==> src/rtl/quadrature_pkg.sv <==
// -----------------------------------------------------------------------------
// quadrature_pkg
// Types and helpers shared by the quadrature encoder front-end:
//   state_t      - decoder FSM states (INIT, TRACK)
//   step_t       - result of one Gray-code transition {inc, dec, err}
//   gray_decode  - classifies a previous -> new {A,B} transition
//   DEFAULT_*    - default parameter values for quadrature_decoder
// -----------------------------------------------------------------------------
package quadrature_pkg;

  localparam int DEFAULT_FILTER_LEN   = 4;
  localparam int DEFAULT_COUNT_WIDTH  = 32;
  localparam int DEFAULT_PERIOD_WIDTH = 16;

  typedef enum logic {
    INIT  = 1'b0,
    TRACK = 1'b1
  } state_t;

  typedef struct packed {
    logic inc;
    logic dec;
    logic err;
  } step_t;

  // {A,B} is a Gray code over four positions: 00->01->11->10 is forward.
  // Converting each pair to its binary position turns the decode into a
  // modulo-4 difference: +1 forward, -1 reverse, 2 means both bits flipped.
  function automatic step_t gray_decode(input logic [1:0] prev_ab,
                                        input logic [1:0] new_ab);
    logic [1:0] pos_prev;
    logic [1:0] pos_new;
    logic [1:0] diff;
    step_t      res;
    pos_prev = {prev_ab[1], prev_ab[1] ^ prev_ab[0]};
    pos_new  = {new_ab[1],  new_ab[1]  ^ new_ab[0]};
    diff     = pos_new - pos_prev;
    res      = '0;
    case (diff)
      2'd1:    res.inc = 1'b1;
      2'd3:    res.dec = 1'b1;
      2'd2:    res.err = 1'b1;
      default: res     = '0;
    endcase
    return res;
  endfunction

endpackage

==> src/rtl/quadrature_filter.sv <==
// -----------------------------------------------------------------------------
// quadrature_filter
// Two-flop synchroniser plus a shared stability filter for the {A,B} pair.
// A new level is accepted only after FILTER_LEN consecutive identical
// synchronised samples; accept pulses for one cycle as filt_ab updates.
//   CLK      in   clock
//   reset_in in   synchronous active-high reset
//   load     in   adopt the current synchronised pair without an accept
//   pins     in   raw asynchronous {A,B}
//   sync_ab  out  synchronised pair (second flop of the chain)
//   filt_ab  out  filtered (accepted) pair
//   accept   out  one-cycle pulse when filt_ab takes a new value
// -----------------------------------------------------------------------------
module quadrature_filter #(
  parameter int FILTER_LEN = 4
) (
  input  logic       CLK,
  input  logic       reset_in,
  input  logic       load,
  input  logic [1:0] pins,
  output logic [1:0] sync_ab,
  output logic [1:0] filt_ab,
  output logic       accept
);

  localparam logic [3:0] FLEN = 4'(FILTER_LEN);

  logic [1:0] sync_p0;
  logic [1:0] sync_p1;
  logic [1:0] cand_p2;
  logic [3:0] cnt_p2;

  function automatic logic [3:0] cnt_sat_inc(input logic [3:0] v);
    return (v >= FLEN) ? FLEN : v + 4'd1;
  endfunction

  // Stage p0/p1: metastability chain. Deliberately not reset so that the
  // chain keeps tracking the pins through a reset pulse; INIT can then
  // adopt the real pin level instead of a forced zero that would later
  // look like a transition.
  always_ff @(posedge CLK) begin
    sync_p0 <= pins;
    sync_p1 <= sync_p0;
  end

  // Stage p2: candidate/counter; filtered pair and accept follow.
  always_ff @(posedge CLK) begin
    if (reset_in) begin
      cand_p2 <= 2'b00;
      cnt_p2  <= 4'd0;
      filt_ab <= 2'b00;
      accept  <= 1'b0;
    end else if (load) begin
      cand_p2 <= sync_p1;
      cnt_p2  <= FLEN;
      filt_ab <= sync_p1;
      accept  <= 1'b0;
    end else begin
      accept <= 1'b0;
      if (sync_p1 != cand_p2) begin
        cand_p2 <= sync_p1;
        cnt_p2  <= 4'd1;
      end else begin
        cnt_p2 <= cnt_sat_inc(cnt_p2);
      end
      // The candidate has been seen FILTER_LEN times in a row.
      if (cnt_p2 == FLEN && cand_p2 != filt_ab) begin
        filt_ab <= cand_p2;
        accept  <= 1'b1;
      end
    end
  end

  assign sync_ab = sync_p1;

endmodule

==> src/rtl/quadrature_decoder.sv <==
// -----------------------------------------------------------------------------
// quadrature_decoder
// 4x quadrature decoder: synchronised, de-glitched A/B -> signed position,
// direction, step pulse, step period and sticky illegal-transition flag.
//   io_mainClk    in   clock
//   io_reset      in   synchronous active-high reset
//   io_quadA/B    in   raw encoder channels (asynchronous)
//   io_clear      in   zero count/error, restart period measurement
//   io_count      out  signed position (wraps modulo 2^COUNT_WIDTH)
//   io_direction  out  1 = last valid step forward, 0 = reverse
//   io_step       out  one-cycle pulse per valid step
//   io_period     out  cycles between the last two steps (saturating)
//   io_error      out  sticky: both channels changed in one accepted update
// -----------------------------------------------------------------------------
module quadrature_decoder
  import quadrature_pkg::*;
#(
  parameter int FILTER_LEN   = DEFAULT_FILTER_LEN,
  parameter int COUNT_WIDTH  = DEFAULT_COUNT_WIDTH,
  parameter int PERIOD_WIDTH = DEFAULT_PERIOD_WIDTH
) (
  input  logic                           io_mainClk,
  input  logic                           io_reset,
  input  logic                           io_quadA,
  input  logic                           io_quadB,
  input  logic                           io_clear,
  output logic signed [COUNT_WIDTH-1:0]  io_count,
  output logic                           io_direction,
  output logic                           io_step,
  output logic        [PERIOD_WIDTH-1:0] io_period,
  output logic                           io_error
);

  localparam logic signed [COUNT_WIDTH-1:0] COUNT_ONE  = COUNT_WIDTH'(1);
  localparam logic        [PERIOD_WIDTH-1:0] PERIOD_ONE = PERIOD_WIDTH'(1);

  state_t                  state;
  logic [1:0]              prev_ab;
  logic [1:0]              sync_ab;
  logic [1:0]              filt_ab;
  logic                    accept;
  logic                    load_filt;
  logic [PERIOD_WIDTH-1:0] period_cnt;
  step_t                   gray;

  function automatic logic [PERIOD_WIDTH-1:0] period_sat_inc(
      input logic [PERIOD_WIDTH-1:0] v);
    return (v == '1) ? v : v + PERIOD_ONE;
  endfunction

  assign load_filt = (state == INIT);

  quadrature_filter #(
    .FILTER_LEN(FILTER_LEN)
  ) u_filter (
    .CLK      (io_mainClk),
    .reset_in (io_reset),
    .load     (load_filt),
    .pins     ({io_quadA, io_quadB}),
    .sync_ab  (sync_ab),
    .filt_ab  (filt_ab),
    .accept   (accept)
  );

  // filt_ab already holds the new level in the cycle accept is high.
  always_comb gray = gray_decode(prev_ab, filt_ab);

  // Decode stage: FSM, count, direction, period and error registers.
  always_ff @(posedge io_mainClk) begin
    if (io_reset) begin
      state        <= INIT;
      prev_ab      <= 2'b00;
      io_count     <= '0;
      io_direction <= 1'b0;
      io_step      <= 1'b0;
      period_cnt   <= '0;
      io_period    <= '1;
      io_error     <= 1'b0;
    end else begin
      io_step    <= 1'b0;
      period_cnt <= period_sat_inc(period_cnt);
      case (state)
        INIT: begin
          prev_ab <= sync_ab;
          state   <= TRACK;
        end
        TRACK: begin
          if (accept) begin
            prev_ab <= filt_ab;
            if (!io_clear) begin
              if (gray.err) begin
                io_error <= 1'b1;
              end else if (gray.inc || gray.dec) begin
                io_count     <= gray.inc ? io_count + COUNT_ONE
                                         : io_count - COUNT_ONE;
                io_direction <= gray.inc;
                io_step      <= 1'b1;
                io_period    <= period_cnt;
                period_cnt   <= PERIOD_ONE;
              end
            end
          end
        end
        default: state <= INIT;
      endcase
      // Clear overrides any step or error decoded in the same cycle.
      if (io_clear) begin
        io_count   <= '0;
        io_error   <= 1'b0;
        period_cnt <= '0;
        io_period  <= '1;
      end
    end
  end

endmodule

==> config.mk <==
export PLATFORM = sky130hd
export DESIGN_NAME = quadrature_decoder
export DESIGN_NICKNAME = d
export VERILOG_FILES = /design/src/rtl/quadrature_pkg.sv /design/src/rtl/quadrature_filter.sv /design/src/rtl/quadrature_decoder.sv
export SDC_FILE = /design/constraint.sdc
export NUM_CORES = 1
export LEC_CHECK = 0
export BUFFER_PORTS_ARGS = -buffer_cell sky130_fd_sc_hd__clkbuf_2
export CORE_UTILIZATION = 45
export CTS_CLUSTER_DIAMETER = 50
export DETAILED_ROUTE_END_ITERATION = 16
export HOLD_SLACK_MARGIN = 0.02
export SLEW_MARGIN = 30
export SYNTH_ARGS = -nofsm -noshare
export SYNTH_HDL_FRONTEND = slang
export SYNTH_SLANG_ARGS = --single-unit
==> constraint.sdc <==
create_clock -name io_mainClk -period 5.15 [get_ports io_mainClk]
set_input_delay 0.2575 -clock io_mainClk [delete_from_list [all_inputs] [get_ports io_mainClk]]
set_output_delay 0.2575 -clock io_mainClk [all_outputs]
set_load 0.005 [all_outputs]
==> out/qor.csv, run 1 <==
metric,value,unit
status,finished clean,
finalNetCount,650,
drive_gt1_share,15.2,%
yosys.area_share.simple,21.4,%
path_clk_slew,80,ps
core,9910,µm²
synth_compound_area_share,20.2,%
postCtsSetupBuffers,0,
synth_cell_types,61,
place_congestion,0.876,
worst_slew_pin_slew,917,ps
vias,4032,
numCtsBuffers,9,
ios,56,
viasPerCell,5.43,
synth_most_common_cell,nand2_1,
syn_area,4660,µm²
antennaDiodeCount,0,
path_cells,"xnor2_1, ha_1, xnor2_1, xnor2_1, or2_2, ha_1, a21oi_2, o21ai_2, o22ai_2, o21ai_4, a41oi_1, o2111ai_1, a221o_1",
synth_xor_area_share,7.89,%
max_freq,246,MHz
r2r_end,io_count[26],
ys_seq_elements,83,
report.final.slew_viol_count,0,
synth_largest_type_area_fraction,35.6,%
yosysTopAreaCell,dfxtp_1,
setup.worst_path.end,io_count[26],
nFillCells,968,
required,5400,ps
cpMaxStageDelayCell,or2_2,
rsz0062_at_grt,false,
cap_violations,0,
ir_worst_vdd,0.175,mV
area_delta_synth_final,12.1,%
port_buffers,55,
worst_ep_arrival_time,4320,ps
hold_path.class,input port to flop,
drcViolationCount,0,
grt-ovfl-total,0,
seqCellArea,1660,µm²
worst_path_largest_cell_delay,670,ps
grt_pass1_wl,17.7,mm
setup_viol,0,
ys.flop_type,dfxtp_1,
ant_nets,0,
drtIter0Drc,182,
reg2reg_slack,1090,ps
synth_top_family_by_area,simple AND/OR/NAND/NOR gates,
syn_inst,560,
worstSetupStartpointType,flop,
insertion_delay,370,ps
clk_path_buf_depth,2,
grt_pass1_vias,3775,
drt_wl_total,10.6,mm
power.density,294,nW/µm²
placed_area,5020,µm²
synth_edf_count,0,
grt_max_degree,40,
antenna_found_initial,0,
worstReg2RegStart,u_filter.filt_ab[1],
path_class,flop to flop,
cts.htree.levels,3,
crit_start,u_filter.filt_ab[1],
dieWidth,104,µm
whs_path_depth,2,
cp_common_cell,xnor2_1,
reg2reg_depth,13,
async_reset_ff_share,0,%
avgRoutedWirePerCell,14.3,µm
yosys_warnings,0,
cts_tree,done,
root_buffer,clkbuf_8,
synth.avg_cell_area,8.33,µm²
endpoint_kind,flop,
synth_fa_ha_area_share,10.6,%
fin_skew,13.8,ps
die_area,10800,µm²
fin_crit,4060,ps
first_pass_iters,4,
synthMuxAreaShare,1.29,%
critPathMaxFanout,37,
fin_crit_sh,78.9,%
yosys-top-cells-count,"99 x nand2_1, 83 x dfxtp_1, 49 x a21oi_1",
dpl.hpwl,7.62,mm
hold_viol_final,0,
synthTopCellsByArea,"dfxtp_1 36%, ha_1 10%, nand2_1 8.0%",
dieHeight,104,µm
grt_usage,20.0,%
syn_nets,604,
setup_tns,0,ps
multi_input_area,2870,µm²
clock_sinks,83,
slew_headroom,38.7,%
p_leak,2.32,nW
ys_seq_area_share,35.6,%
stdcell_area,5230,µm²
start_util,47.1,%
rows,36,
==> layout make-up <==
| cell class | count | area share [%] |
|---|---|---|
| Multi-Input combinational cell | 445 | 54.9 |
| Clock buffer | 10 | 2.44 |
| Clock inverter | 5 | 1.20 |
| Tap cell | 133 | 3.18 |
| Inverter | 8 | 0.575 |
| Sequential cell | 83 | 31.8 |
| Timing Repair Buffer | 59 | 5.94 |
==> placed cells by master (no fill, tap or decap), drive strengths merged, types with 4 or more instances in the layout <==
master,Yosys,routed
nor2b,6,6
inv,8,10
or3,4,4
a21o,15,15
nor2,38,38
dfxtp,83,83
ha,38,38
a21oi,52,52
or2,5,5
nand2,99,99
clkbuf,17,65
nand3,27,27
xnor2,24,24
xor2,18,18
o211ai,4,4
nor3,7,7
mux2i,6,6
a211oi,5,5
nand4,10,10
a31oi,5,5
o21ai,30,30
and3,8,8
==> state kept, by name, summed over array words and instances, names as in the netlist <==
name              count
io_count             32
io_period            16
period_cnt           16
u_filter.cnt_p2       4
prev_ab               2
u_filter.cand_p2      2
u_filter.filt_ab      2
u_filter.sync_ab      2
u_filter.sync_p0      2
io_direction          1
io_error              1
io_step               1
state                 1
u_filter.accept       1
==> timing repair <==
action,in CTS,in global routing
hold buffers,2,0
endpoints found under the hold margin,2,0
resized for setup,0,0
==> critical path: cells and delay by family (launching register included) <==
family                   cells  cell delay, ps
flip-flops                   1             440
adder cells (fa/ha/maj)      2             640
AO/OA/AOI/OAI                7            1760
AND/OR/NAND/NOR              1             670
XOR/XNOR                     3             450
==> layer usage <==
metal	share of wire (%)	global-route usage, %
met5	0	0
met4	1.6	7.04
met3	3.3	4.28
met2	46	33.0
met1	49	25.9
==> worst min-delay path by stage <==
stage                             start             endpoint  slack [ps]
CTS                            io_reset  u_filter.cand_p2[0]         180
detailed placement  u_filter.sync_p0[1]  u_filter.sync_ab[1]         310
finish                         io_reset  u_filter.cand_p2[0]         190
global placement    u_filter.sync_p0[1]  u_filter.sync_ab[1]         310
floorplan                      io_quadB  u_filter.sync_p0[0]         290
global route                   io_reset  u_filter.cand_p2[1]         170
==> where the power goes <==
part | internal, W | switching, W
clock | 0.000225 | 0.000252
combinational | 0.000150 | 0.000251
sequential | 0.000650 | 0.00000860
total | 0.00103 | 0.000512
==> cell families (layout without fill, tap and decap cells) <==
logic type / count (synthesis) / after routing
compound gates: 139 / 139
xor+xnor: 42 / 42
buf+inv: 32 / 82
other cells: 1 / 1
fa+ha+maj: 39 / 39
mux: 6 / 6
simple gates: 218 / 218
flops: 83 / 83
==> through the flow <==
stage / util [%] / hold slack (ps) / cells / setup WS, ps / total power (W)
6_report: 52.7 / 188 / 743 / 1090 / 0.00154
5_1_grt: 52.7 / 174 / 743 / 732 / 0.00162
4_1_cts: 52.7 / 179 / 743 / 1030 / 0.00155
3_5_place_dp: 50.6 / 312 / 726 / 1040 / 0.00107
3_3_place_gp: 50.6 / 314 / 726 / 1170 / 0.00107
2_1_floorplan: - / 285 / 560 / 1480 / 0.000999
No activity file was read; power rests on OpenSTA's default activity.
==> run 2: changes to the inputs <==
- PLACE_DENSITY: not set -> 0.67
- clock period: 5.15 -> 3.5 ns (I/O delays scaled with it)
==> run 2 against run 1 <==
Effect of this change: the flow now finishes with violations (setup timing); setup slack got worse by 1100 ps; die area did not move; cell count increased by 4.3%; routed wire length is 11% higher; register-to-register slack worse by 1100 ps; critical path type unchanged; largest cell class unchanged.
==> out/qor.csv, run 2 (same netlist as run 1, synthesis figures left out) <==
metric,value,unit,change
report.final.slew_viol_count,0,,unchanged
endpoint_kind,flop,,unchanged
first_pass_iters,5,,was 4
antennaDiodeCount,0,,unchanged
cts.htree.levels,3,,unchanged
rows,36,,unchanged
violations,setup timing,,
rsz0062_at_grt,true,,was false
cp_common_cell,xnor2_2,,was xnor2_1
power.total,0.00253,W,was 0.00154 W
drive_gt1_share,25.5,%,was 15.2%
whs_path_depth,2,,unchanged
hold_path.class,input port to flop,,unchanged
worst_slew_pin_slew,784,ps,was 917 ps
cpMaxStageDelayCell,or4_1,,was or2_2
drtIter0Drc,159,,was 182
area_delta_synth_final,24.5,%,was 12.1%
fin_crit,3520,ps,was 4060 ps
ir_worst_vdd,0.205,mV,was 0.175 mV
worstSetupStartpointType,flop,,unchanged
finalNetCount,681,,was 650
fin_cells,775,,was 743
port_buffers,55,,unchanged
numCtsBuffers,9,,unchanged
core,9910,µm²,unchanged
required,3790,ps,was 5400 ps
critPathMaxFanout,6,,was 37
fin_crit_sh,100,%,was 78.9%
grt-ovfl-total,0,,unchanged
die_area,10800,µm²,unchanged
avgRoutedWirePerCell,15.2,µm,was 14.3 µm
start_util,47.1,%,unchanged
grt_pass1_vias,3949,,was 3775
path_buf_inv,0,,unchanged
status,"complete, but fails checks",,was finished clean
insertion_delay,360,ps,was 370 ps
clk_path_buf_depth,2,,unchanged
hold_viol_final,0,,unchanged
grt_usage,20.9,%,was 20.0%
worst-path-stages,14,,was 13
viasPerCell,5.46,,was 5.43
dieHeight,104,µm,unchanged
worst_ep_arrival_time,3810,ps,was 4320 ps
dpl.hpwl,7.93,mm,was 7.62 mm
fin_skew,11.0,ps,was 13.8 ps
dieWidth,104,µm,unchanged
vias,4234,,was 4032
drt_wl_total,11.8,mm,was 10.6 mm
slew_headroom,47.7,%,was 38.7%
worst_path_largest_cell_delay,520,ps,was 670 ps
path_cells,"xor2_1, ha_2, xnor2_2, xnor2_2, or2_4, fa_2, a21oi_4, o21ai_2, o22ai_2, o21ai_4, a2111oi_4, o31a_1, or4_1, a31oi_1",,"was xnor2_1, ha_1, xnor2_1, xnor2_1, or2_2, ha_1, a21oi_2, o21ai_2, o22ai_2, o21ai_4, a41oi_1, o2111ai_1, a221o_1"
place_congestion,0.940,,was 0.876
drcViolationCount,0,,unchanged
ant_nets,0,,unchanged
layout_commonest_cell,nand2_1,,unchanged
p_leak,2.49,nW,was 2.32 nW
hold_start,io_reset,,unchanged
power.density,435,nW/µm²,was 294 nW/µm²
reg_top3,"io_count (32), io_period (16), period_cnt (16)",,unchanged
clock_sinks,83,,unchanged
placed_cells,744,,was 726
grt_pass1_wl,18.6,mm,was 17.7 mm
path_class,flop to flop,,unchanged
final_cell_mix,"96 x nand2_1, 81 x dfxtp_1, 55 x clkbuf_2",,"was 99 x nand2_1, 83 x dfxtp_1, 55 x clkbuf_2"
grt_max_degree,40,,unchanged
cts_tree,done,,unchanged
ios,56,,unchanged
cap_violations,0,,unchanged
antenna_found_initial,0,,unchanged
crit_start,prev_ab[1],,was u_filter.filt_ab[1]
max_freq,284,MHz,was 246 MHz
regMostFlops,io_count,,unchanged
nFillCells,887,,was 968
root_buffer,clkbuf_8,,unchanged
setup_viol,1,,was 0
largest_reg_flops,32,,unchanged
worstReg2RegStart,prev_ab[1],,was u_filter.filt_ab[1]
reg2reg_depth,14,,was 13
path_clk_slew,90,ps,was 80 ps
worst_slack,-17.2,ps,was 1090 ps
path_delay_family,compound AO/OA/AOI/OAI gates,,unchanged
## run 2: changes by cell type in the layout (fill, tap and decap cells not counted), moves of 4 or more
cell,before,now
ha_1,38,21
or2_4,0,4
a21oi_2,3,7
buf_4,2,29
a21oi_1,49,43
ha_4,0,14
## run 2: what timing repair did
item / 4_1_cts / 5_1_grt
endpoints found under the hold margin: 2 / 0
gates resized for setup: 9 / 50
endpoints found under the setup margin: 7 / 13
gates cloned: 2 / 1
hold buffers: 2 / 0
pin swaps: 2 / 25
buffers inserted: 1 / 9
## run 2: report_power, final
part / switching (W) / internal [W] / total, W
Combinational: 0.000471 / 0.000372 / 0.000843
Sequential: 0.0000111 / 0.000956 / 0.000967
Clock: 0.000379 / 0.000338 / 0.000717
## run 2: path summary, 6_finish.rpt
kind	end	slack [ps]
hold / removal	u_filter.cnt_p2[2]	110
hold reg to reg	u_filter.sync_ab[1]	340
setup / recovery	io_count[24]	-20
setup reg to reg	io_count[24]	-20
## run 2: area by class of cell
| class | count | area [µm²] | area share [%] |
|---|---|---|---|
| Inverter | 8 | 30.0 | 0.517 |
| Clock buffer | 10 | 128 | 2.20 |
| Multi-Input combinational cell | 448 | 3220 | 55.4 |
| Clock inverter | 6 | 71.3 | 1.23 |
| Sequential cell | 83 | 1670 | 28.7 |
| Tap cell | 133 | 166 | 2.87 |
| Timing Repair Buffer | 87 | 528 | 9.09 |
## run 2: through the flow
stage / instance area (µm²) / hold WS [ps] / util (%) / setup WS [ps] / setup TNS [ps]
4_1_cts: 5440 / 92.8 / 54.8 / 4.82 / 0
3_3_place_gp: 5150 / 278 / 52.0 / 75.0 / 0
2_1_floorplan: 4670 / 203 / - / 21.2 / 0
5_1_grt: 5810 / 110 / 58.6 / -186 / -956
3_5_place_dp: 5150 / 279 / 52.0 / -61.9 / -148
6_report: 5810 / 108 / 58.6 / -17.2 / -17.2
## run 2: per-layer routing
metal  global-route usage [%]  vias up  wire length [µm]
met4                     8.67        0               280
met3                     3.21       26               433
met1                     26.5     1959              5430
met5                        0        -                 0
met2                     35.5      104              5610
li1                         -     2145                 -
